===== src/rtl/fir_seq_pkg.sv =====
// Shared definitions for the sequential FIR filter: default widths,
// controller state encoding and the output saturation helper.
package fir_seq_pkg;

    localparam int DEF_DW    = 24;
    localparam int DEF_CW    = 18;
    localparam int DEF_ACCW  = 48;
    localparam int DEF_NTAPS = 16;
    localparam int DEF_SHIFT = 17;

    // Working width of the saturation helper; wide enough for any ACCW+1 input.
    localparam int SAT_IW = 128;

    typedef enum logic [1:0] {
        IDLE  = 2'd0,
        RUN   = 2'd1,
        DRAIN = 2'd2,
        OUT   = 2'd3
    } state_t;

    // Clamp a signed value to the range of a dw-bit signed number (dw <= 64).
    function automatic logic signed [63:0] saturate(input logic signed [SAT_IW-1:0] v,
                                                    input int dw);
        logic signed [SAT_IW-1:0] hi;
        logic signed [SAT_IW-1:0] lo;
        hi = (128'sd1 <<< (dw - 1)) - 128'sd1;
        lo = -(128'sd1 <<< (dw - 1));
        if (v > hi)
            return hi[63:0];
        else if (v < lo)
            return lo[63:0];
        else
            return v[63:0];
    endfunction

endpackage


===== src/rtl/fir_seq_if.sv =====
// Valid/ready sample stream used for both the input and output side of fir_seq.
interface fir_seq_if
    import fir_seq_pkg::*;
#(
    parameter int DW = DEF_DW
);
    logic signed [DW-1:0] tdata;
    logic                 tvalid;
    logic                 tready;

    modport master (output tdata, output tvalid, input tready);
    modport slave  (input tdata, input tvalid, output tready);
endinterface


===== src/rtl/fir_seq_mac.sv =====
// Three-stage signed multiply-accumulate: operand register, product register,
// accumulator. sload restarts the sum with the current product; ce marks a
// valid operand pair and travels down the pipe alongside the data.
module fir_seq_mac #(
    parameter int DW   = 24,
    parameter int CW   = 18,
    parameter int ACCW = 48
) (
    input  logic                   clk,
    input  logic                   rst_n,
    input  logic signed [DW-1:0]   a,
    input  logic signed [CW-1:0]   b,
    input  logic                   sload,
    input  logic                   ce,
    output logic signed [ACCW-1:0] accum_o
);
    logic signed [DW-1:0]      a_p0;
    logic signed [CW-1:0]      b_p0;
    logic                      vld_p0, sload_p0;
    logic signed [DW+CW-1:0]   prod_p1;
    logic                      vld_p1, sload_p1;
    logic signed [ACCW-1:0]    acc_p2;
    logic signed [ACCW-1:0]    prod_ext;

    assign prod_ext = ACCW'(prod_p1);
    assign accum_o  = acc_p2;

    // Control: valid and start-of-sum flags follow the data through the pipe.
    always_ff @(posedge clk or negedge rst_n) begin
        if (!rst_n) begin
            vld_p0   <= 1'b0;
            sload_p0 <= 1'b0;
            vld_p1   <= 1'b0;
            sload_p1 <= 1'b0;
        end else begin
            vld_p0   <= ce;
            sload_p0 <= sload;
            vld_p1   <= vld_p0;
            sload_p1 <= sload_p0;
        end
    end

    // Stage p0 -> p1: operand capture, then signed product.
    always_ff @(posedge clk) begin
        if (ce) begin
            a_p0 <= a;
            b_p0 <= b;
        end
        if (vld_p0)
            prod_p1 <= a_p0 * b_p0;
    end

    // Stage p2: accumulator, restarted on the first tap of each sample.
    always_ff @(posedge clk or negedge rst_n) begin
        if (!rst_n)
            acc_p2 <= '0;
        else if (vld_p1)
            acc_p2 <= sload_p1 ? prod_ext : acc_p2 + prod_ext;
    end
endmodule


===== src/rtl/fir_seq.sv =====
// Sequential (one MAC) FIR filter with a circular delay line and writable
// coefficients. One sample is accepted, NTAPS products are summed, the sum is
// shifted, saturated and presented on the output stream until taken.
// Optional build macro FIR_SEQ_ROUND_EN: round half up before the shift
// instead of truncating; latency is the same either way.
module fir_seq
    import fir_seq_pkg::*;
#(
    parameter  int DW    = DEF_DW,
    parameter  int CW    = DEF_CW,
    parameter  int ACCW  = DEF_ACCW,
    parameter  int NTAPS = DEF_NTAPS,
    parameter  int SHIFT = DEF_SHIFT,
    localparam int AW    = $clog2(NTAPS)
) (
    input  logic                 clk,
    input  logic                 rst_n,
    fir_seq_if.slave             s_axis,
    fir_seq_if.master            m_axis,
    input  logic                 coef_wr,
    input  logic [AW-1:0]        coef_addr,
    input  logic signed [CW-1:0] coef_data,
    output logic                 coef_busy
);
    localparam logic [AW-1:0] LAST_TAP = AW'(NTAPS - 1);

    state_t                 state, state_nxt;
    logic [AW-1:0]          wptr, wptr_inc, tap_cnt, rd_idx;
    logic [1:0]             drain_cnt;
    logic                   s_ready, accept, out_vld;
    logic signed [DW-1:0]   out_data, shaped;
    logic signed [DW-1:0]   dline [NTAPS];
    logic signed [CW-1:0]   coef  [NTAPS];
    logic signed [ACCW-1:0] acc;
    logic signed [ACCW:0]   acc_sh;
    logic                   mac_ce, mac_sload;

    // Optional rounding bias; one extra bit keeps the addition from wrapping.
    function automatic logic signed [ACCW:0] round_acc(input logic signed [ACCW-1:0] v);
        logic signed [ACCW:0] r;
        r = (ACCW+1)'(v);
`ifdef FIR_SEQ_ROUND_EN
        if (SHIFT > 0)
            r = r + ((ACCW+1)'(1) <<< ((SHIFT > 0) ? SHIFT - 1 : 0));
`endif
        return r;
    endfunction

    assign accept        = (state == IDLE) && s_ready && s_axis.tvalid;
    assign coef_busy     = (state != IDLE);
    assign s_axis.tready = s_ready;
    assign m_axis.tvalid = out_vld;
    assign m_axis.tdata  = out_data;
    assign wptr_inc      = (wptr == LAST_TAP) ? '0 : wptr + 1'b1;
    assign mac_ce        = (state == RUN);
    assign mac_sload     = (state == RUN) && (tap_cnt == '0);

    // Next-state: accept -> NTAPS issue cycles -> 3 drain cycles -> hold output.
    always_comb begin
        state_nxt = state;
        case (state)
            IDLE:    if (accept) state_nxt = RUN;
            RUN:     if (tap_cnt == LAST_TAP) state_nxt = DRAIN;
            DRAIN:   if (drain_cnt == 2'd2) state_nxt = OUT;
            OUT:     if (out_vld && m_axis.tready) state_nxt = IDLE;
            default: state_nxt = IDLE;
        endcase
    end

    // State, tap/drain counters and the registered input ready.
    always_ff @(posedge clk or negedge rst_n) begin
        if (!rst_n) begin
            state     <= IDLE;
            tap_cnt   <= '0;
            drain_cnt <= '0;
            s_ready   <= 1'b0;
        end else begin
            state     <= state_nxt;
            tap_cnt   <= (state == RUN && state_nxt == RUN) ? tap_cnt + 1'b1 : '0;
            drain_cnt <= (state == DRAIN) ? drain_cnt + 2'd1 : 2'd0;
            s_ready   <= (state_nxt == IDLE);
        end
    end

    // Delay line: the newest sample lands one slot past the previous one.
    always_ff @(posedge clk or negedge rst_n) begin
        if (!rst_n) begin
            for (int i = 0; i < NTAPS; i++)
                dline[i] <= '0;
            wptr <= '0;
        end else if (accept) begin
            dline[wptr_inc] <= s_axis.tdata;
            wptr            <= wptr_inc;
        end
    end

    // Coefficient bank, writable only while idle; out-of-range addresses are ignored.
    always_ff @(posedge clk or negedge rst_n) begin
        if (!rst_n) begin
            for (int i = 0; i < NTAPS; i++)
                coef[i] <= '0;
        end else if (state == IDLE && coef_wr && int'(coef_addr) < NTAPS) begin
            coef[coef_addr] <= coef_data;
        end
    end

    // Tap i reads the sample i positions older than the newest one.
    always_comb begin
        if (wptr >= tap_cnt)
            rd_idx = wptr - tap_cnt;
        else
            rd_idx = AW'(int'(wptr) + NTAPS - int'(tap_cnt));
    end

    fir_seq_mac #(
        .DW   (DW),
        .CW   (CW),
        .ACCW (ACCW)
    ) u_mac (
        .clk     (clk),
        .rst_n   (rst_n),
        .a       (dline[rd_idx]),
        .b       (coef[tap_cnt]),
        .sload   (mac_sload),
        .ce      (mac_ce),
        .accum_o (acc)
    );

    // Output shaping: optional rounding, arithmetic shift, saturation to DW.
    always_comb begin
        acc_sh = round_acc(acc) >>> SHIFT;
        shaped = DW'(saturate(SAT_IW'(acc_sh), DW));
    end

    // Output register: loaded on the first OUT cycle, held until taken.
    always_ff @(posedge clk or negedge rst_n) begin
        if (!rst_n) begin
            out_vld  <= 1'b0;
            out_data <= '0;
        end else if (state == OUT) begin
            if (!out_vld) begin
                out_vld  <= 1'b1;
                out_data <= shaped;
            end else if (m_axis.tready) begin
                out_vld  <= 1'b0;
            end
        end
    end
endmodule


===== src/flat_wrapper.sv =====
// flat-port wrapper written by rule: the top's interface ports become plain ports
module fir_seq_flat import fir_seq_pkg::*;
#(
    parameter  int DW    = DEF_DW,
    parameter  int CW    = DEF_CW,
    parameter  int ACCW  = DEF_ACCW,
    parameter  int NTAPS = DEF_NTAPS,
    parameter  int SHIFT = DEF_SHIFT,
    localparam int AW    = $clog2(NTAPS)
)
  (clk, rst_n, coef_wr, coef_addr, coef_data, coef_busy, s_axis_tdata, s_axis_tvalid, s_axis_tready, m_axis_tdata, m_axis_tvalid, m_axis_tready);
  fir_seq_if #(.DW(DW)) s_axis_i ();
  fir_seq_if #(.DW(DW)) m_axis_i ();
  input  logic clk;
  input  logic rst_n;
  input  logic coef_wr;
  input  logic [AW-1:0] coef_addr;
  input  logic signed [CW-1:0] coef_data;
  output logic coef_busy;
  input wire logic [$bits(s_axis_i.tdata)-1:0] s_axis_tdata;
  input wire logic [$bits(s_axis_i.tvalid)-1:0] s_axis_tvalid;
  output wire logic [$bits(s_axis_i.tready)-1:0] s_axis_tready;
  output wire logic [$bits(m_axis_i.tdata)-1:0] m_axis_tdata;
  output wire logic [$bits(m_axis_i.tvalid)-1:0] m_axis_tvalid;
  input wire logic [$bits(m_axis_i.tready)-1:0] m_axis_tready;
  assign s_axis_i.tdata = s_axis_tdata;
  assign s_axis_i.tvalid = s_axis_tvalid;
  assign s_axis_tready = s_axis_i.tready;
  assign m_axis_tdata = m_axis_i.tdata;
  assign m_axis_tvalid = m_axis_i.tvalid;
  assign m_axis_i.tready = m_axis_tready;
  fir_seq #(.DW(DW), .CW(CW), .ACCW(ACCW), .NTAPS(NTAPS), .SHIFT(SHIFT)) u_core (.clk(clk), .rst_n(rst_n), .s_axis(s_axis_i), .m_axis(m_axis_i), .coef_wr(coef_wr), .coef_addr(coef_addr), .coef_data(coef_data), .coef_busy(coef_busy));
endmodule

===== config.mk =====
export PLATFORM = sky130hd
export DESIGN_NAME = fir_seq_flat
export DESIGN_NICKNAME = d
export VERILOG_FILES = /design/src/rtl/fir_seq_pkg.sv /design/src/rtl/fir_seq_if.sv /design/src/rtl/fir_seq_mac.sv /design/src/rtl/fir_seq.sv /design/src/flat_wrapper.sv
export SDC_FILE = /design/constraint.sdc
export NUM_CORES = 2
export LEC_CHECK = 0
export BUFFER_PORTS_ARGS = -buffer_cell sky130_fd_sc_hd__buf_2
export CAP_MARGIN = 20
export CORE_MARGIN = 1
export CORE_UTILIZATION = 60
export CTS_CLUSTER_SIZE = 14
export DETAILED_ROUTE_END_ITERATION = 16
export PLACE_DENSITY = 0.76
export SLEW_MARGIN = 20
export SYNTH_ARGS = -nofsm -noshare
export SYNTH_HDL_FRONTEND = slang
export SYNTH_SLANG_ARGS = --single-unit
export TNS_END_PERCENT = 10

===== constraint.sdc =====
create_clock -name clk -period 9.9 [get_ports clk]
set_input_delay 0.99 -clock clk [delete_from_list [all_inputs] [get_ports clk]]
set_output_delay 0.99 -clock clk [all_outputs]
set_load 0.01 [all_outputs]

Yosys cells after proc, flatten, opt, wreduce, memory -nomap -nowiden
Index checks and enable logic that the tools add are counted.
W data, S select, Z words.
{ "totals": {"regBits": 846, "input_bits": 51, "wordCells": 115, "out_inout_bits": 27} }
{ "op_classes": {"eq_ne": 7, "n_mul": 1, "reduce_logical": 13, "muxes": 26, "n_addsub": 7, "bitwise": 5, "n_lt_le_gt_ge": 9} }
{ "ops": {"columns": ["op", "n"], "rows": [
  ["$bwmux W384", 1],
  ["$bwmux W288", 1],
  ["$mux W24", 5],
  ["$bmux W24 S4", 1],
  ["$demux W24 S4", 1],
  ["$bmux W18 S4", 1],
  ["$demux W18 S4", 1],
  ["$mux W18", 3],
  ["$add A48 B42 Y48", 1],
  ["$mux W48", 1],
  ["$mul A24 B18 Y42", 1],
  ["$gt A31 B24 Y1 const B", 1],
  ["$lt A31 B24 Y1 const B", 1],
  ["$ge A5 B5 Y1 const B", 4],
  ["$not A4 Y5", 4],
  ["$add A4 B1 Y4 const B", 3],
  ["$mux W4", 3],
  ["$lt A5 B1 Y1 const B", 2],
  ["$mux W2", 5],
  ["$eq A4 B4 Y1 const B", 2],
  ["$logic_and A1 B1 Y1", 8],
  ["$pmux W2 S4", 1],
  ["$sub A4 B4 Y4", 2],
  ["$eq A2 B2 Y1 const B", 3],
  ["other kinds (9)", 12]
]} }

Depth between registers and ports, before layout
{ "depth": {"word_depth": 8, "mapped_depth": 27, "ltp_nobuf": 25} }

Cells and area by module
From an unflattened synthesis, not the netlist that was laid out.
{ "unflattened": {"cells_unflattened": 4636, "area_unflattened_um2": 55051.5} }
{ "by_module_without_submodules": {"columns": ["module", "area_per_inst_um2", "instances", "seq_area_each_um2", "cells_each"], "rows": [
  ["fir_seq", 32279.7, 1, 17767.0, 2200],
  ["fir_seq_mac", 22771.8, 1, 3823.7, 2436]
]} }

Worst setup path after synthesis
OpenSTA, ideal clock, no wires.
{ "synth_timing": {"path_type": "flip-flop to flip-flop", "startpoint": "register u_core.u_mac.a_p0[17]", "endpoint": "register u_core.u_mac.prod_p1[40], data pin", "slack_ps": 3384, "arrival_time_ps": 6252, "stages_incl_launch_ff": 26, "n_path_buf": 3, "setup_time_ps": 264, "period_less_slack_ps": 6516, "required_ps": 9636, "path_cell_list": "edfxtp_1 -> clkbuf_1 -> clkbuf_1 -> nand2_1 -> fa_1 -> inv_1 -> fa_1 -> fa_1 -> inv_1 -> fa_1 -> inv_1 -> fa_1 -> inv_1 -> fa_1 -> inv_1 -> ha_1 -> clkbuf_2 -> nand2_1 -> or3_1 -> a2111oi_0 -> o21a_1 -> a21oi_1 -> o31a_1 -> o21ai_2 -> a221oi_1 -> xnor2_1"} }
{ "synth_between": {"elab_chain_len": 1} }
{ "synth_rtl": {"columns": ["item", "line", "text"], "rows": [
  ["from (decl)", "fir_seq_mac.sv:17", "logic signed [DW-1:0] a_p0;"],
  ["from (signal assigned)", "fir_seq_mac.sv:46", "a_p0 <= a;"],
  ["$mul A24 B18 Y42", "fir_seq_mac.sv:50", "prod_p1 <= a_p0 * b_p0;"],
  ["to (signal assigned)", "fir_seq_mac.sv:50", null],
  ["to (decl)", "fir_seq_mac.sv:20", "logic signed [DW+CW-1:0] prod_p1;"]
]} }
No other way between the ends.
A chain may end at the register's enable or synchronous reset.

Final worst setup path
{ "layout_timing": {"startpoint": "register u_core.u_mac.b_p0[0]", "endpoint": "register u_core.u_mac.prod_p1[40], data pin"} }
{ "layout_between": {"elab_chain_len": 1} }
{ "layout_rtl": {"columns": ["item", "line", "text"], "rows": [
  ["from (decl)", "fir_seq_mac.sv:18", "logic signed [CW-1:0] b_p0;"],
  ["from (signal assigned)", "fir_seq_mac.sv:47", "b_p0 <= b;"],
  ["$mul A24 B18 Y42", "fir_seq_mac.sv:50", null]
]} }
No other way between the ends.

==> results.json <==
{
  "vias": 33500,
  "grt_max_degree": 184,
  "synthCells": 4437,
  "holdBufCountCts": 0,
  "place.detailed.hpwl_mm": 80.5,
  "clock_path_buffers": 3,
  "core_area_sq_mm": 0.0900,
  "route.detailed.drc": 0,
  "yosys-top-cells-count": "dfrtp_1 (762), mux2_2 (675), inv_1 (524), fa_1 (427), nand2_1 (361)",
  "io_pins": 78,
  "synth-compound-area-share": 0.0451,
  "clk_pin_slew_ps": 70,
  "drtIter0Drc": 2483,
  "ys_async_sr_fraction": 0.901,
  "synth_top_family_by_area": "multiplexers",
  "syn-cell-area_sq_mm": 0.0544,
  "cts_tree": "built",
  "hold_viol_final": 0,
  "synth_fa_ha_area_frac": 0.194,
  "place.gp.congestion": 0.917,
  "grt-ovfl-total": 0,
  "critPathMaxStageDelay_ps": 1000,
  "outcome": "complete, no violations",
  "worstMarginPinSlew_ps": 1150,
  "grtUsageTotal": 0.276,
  "hold_slack_ps": 316,
  "synth_edf_count": 84,
  "postLayoutCellArea_sq_mm": 0.0591,
  "htreeDepth": 3,
  "crit_arrival_ps": 7900,
  "netlist_top_cells_area": "dfrtp_1 (35%), fa_1 (16%), mux2_2 (14%)",
  "path_common_cell": "fa_1",
  "rrSetupSlack_ps": 2400,
  "finalSetupTns_ps": 0,
  "min_period_over_period": 0.757,
  "yosys.area.top_type": "dfrtp_1",
  "syn_area_per_cell_sq_um": 12.3,
  "postRouteAntennaNets": 0,
  "synthFlopType": "dfrtp_1",
  "drt_first_pass_iters": 6,
  "rsz0062_at_grt": "no",
  "layout_min_cycle_time_ps": 7500,
  "cts.repair.resized": 0,
  "clkLatencyLatePin_ps": 680,
  "synth-seq-area-share": 0.397,
  "die-area_sq_mm": 0.0920,
  "worstSetupPathType": "flip-flop to flip-flop",
  "relSlewSlack": 0.235,
  "finalSetupViolCount": 0,
  "die_w_microns": 303,
  "initial_core_util": 0.605,
  "antenna_found_initial": 16,
  "numCtsBuffers": 88,
  "worst_setup_path_end_kind": "flip-flop",
  "startpoint": "u_core.u_mac.b_p0[0]",
  "postPlaceCellArea_sq_mm": 0.0560,
  "crit_required_ps": 10300,
  "grt_pass1_wl_mm": 197,
  "crit_path_max_fanout": 24,
  "area_growth_pct": 8.50,
  "cts_root_buf": "clkbuf_16",
  "wl_per_cell_microns": 21.5,
  "slew_violations": 0,
  "yosys_warnings": 0,
  "synth_xor_area_frac": 0.0137,
  "synth.most_common_cell": "dfrtp_1",
  "die_h_microns": 303,
  "synth-simple-area-share": 0.0742,
  "grt_pass1_vias": 35800,
  "synth-seq-cells": 846,
  "path_cells": "nand2_1, fa_1, inv_1, fa_1, fa_1, inv_1, fa_1, inv_1, fa_1, inv_1, fa_1, inv_1, ha_1, nand2_1, or3_1, a2111oi_0, o21a_1, a21oi_1, o31a_1, o21ai_2, a221oi_1, xnor2_1",
  "maxCapViolCount": 0,
  "post_cts.repair.setup_buffers": 0,
  "critPathSlowestCell": "edfxtp_1",
  "nets": 5028,
  "synth_cell_type_count": 75,
  "fmax_ghz": 0.133,
  "wl_mm": 121,
  "synth_nets": 5078,
  "synth_top_area_frac": 0.350,
  "fin_skew_ps": 38.7,
  "cts.sink_count": 846,
  "hp-class": "primary input to asynchronous set/reset pin",
  "drive_gt1_frac": 0.264,
  "rr_startpoint": "u_core.u_mac.b_p0[0]",
  "start_kind": "flip-flop",
  "rows": 110,
  "synth.area.mux_share": 0.222,
  "io_buffers": 77,
  "avgViaCountPerCell": 5.94
}
## flip-flops by register name (all words and copies together) (netlist names)
name,cells
u_core.dline,384
u_core.coef,288
u_core.u_mac.accum_o,48
u_core.u_mac.prod_p1,42
u_core.m_axis.tdata,24
u_core.u_mac.a_p0,24
u_core.u_mac.b_p0,18
u_core.tap_cnt,4
u_core.wptr,4
u_core.drain_cnt,2
u_core.state,2
u_core.m_axis.tvalid,1
u_core.s_axis.tready,1
u_core.u_mac.sload_p0,1
u_core.u_mac.sload_p1,1
u_core.u_mac.vld_p0,1
u_core.u_mac.vld_p1,1
## critical path: cells and delay by family (launching register included)
kind / cells / cell delay (ps)
adders and majority gates: 7 / 3430
buffers and inverters: 5 / 260
and+or+nand+nor: 3 / 680
DFF: 1 / 1000
AOI/OAI and AO/OA: 6 / 1710
xor gates and xnor gates: 1 / 140
## cell type report
type | count | area, sq um
fill | 6558 | 30900
multi-input combinational | 2805 | 30100
sequential | 846 | 21600
clock buffer | 125 | 2540
inverter | 524 | 1970
tap | 1176 | 1470
timing repair buffer | 122 | 920
clock inverter | 36 | 477
antenna | 3 | 7.51
## per-layer routing
layer / global-route usage / up-vias / wire length, microns
li1: - / 14800 / -
met1: 0.380 / 17500 / 52200
met2: 0.455 / 952 / 58800
met3: 0.0459 / 220 / 7200
met4: 0.0810 / 16 / 3070
met5: 0 / - / 92
## placed cells by master, fill, tap and decap left out, drive strengths merged, types with 9 or more instances in the layout
| master | instances |
|---|---|
| a211oi | 34 |
| a21o | 39 |
| a21oi | 156 |
| a31oi | 27 |
| and2 | 151 |
| buf | 122 |
| clkbuf | 125 |
| clkinv | 25 |
| dfrtp | 762 |
| edfxtp | 84 |
| fa | 427 |
| ha | 163 |
| inv | 526 |
| mux2 | 675 |
| mux2i | 28 |
| mux4 | 186 |
| nand2 | 361 |
| nand2b | 26 |
| nand3 | 25 |
| nand4 | 20 |
| nor2 | 134 |
| nor2b | 62 |
| nor3 | 21 |
| o21ai | 79 |
| o21bai | 10 |
| or3 | 9 |
| xnor2 | 59 |
| xor2 | 26 |
## per-stage QoR
stage / worst slack (ps) / std cells / util
detailed placement: 2450 / 5472 / 0.622
finish: 2400 / 5637 / 0.656
global route: 2070 / 5636 / 0.656
CTS: 2400 / 5633 / 0.656
global placement: 2580 / 5465 / 0.620
floorplan: 3380 / 4437 / -
## cells by family after synthesis
kind of cell | after synthesis
muxes | 889
DFF | 846
and+or+nand+nor | 844
buffers and inverters | 786
adders and majority gates | 590
AOI/OAI and AO/OA | 397
xor gates and xnor gates | 85
## final timing paths
check,end,cells past startpoint
setup / recovery,u_core.u_mac.prod_p1[40],22
setup reg to reg,u_core.u_mac.prod_p1[40],22
max in group asynchronous,u_core.dline[167],3
hold / removal,u_core.u_mac.accum_o[6],1
min in group clk,u_core.u_mac.sload_p1,0
hold reg to reg,u_core.u_mac.sload_p1,0
Power is left out: the tool's default activity adds up to more than one toggle a clock period on the data nets, which glitch-free logic cannot reach.
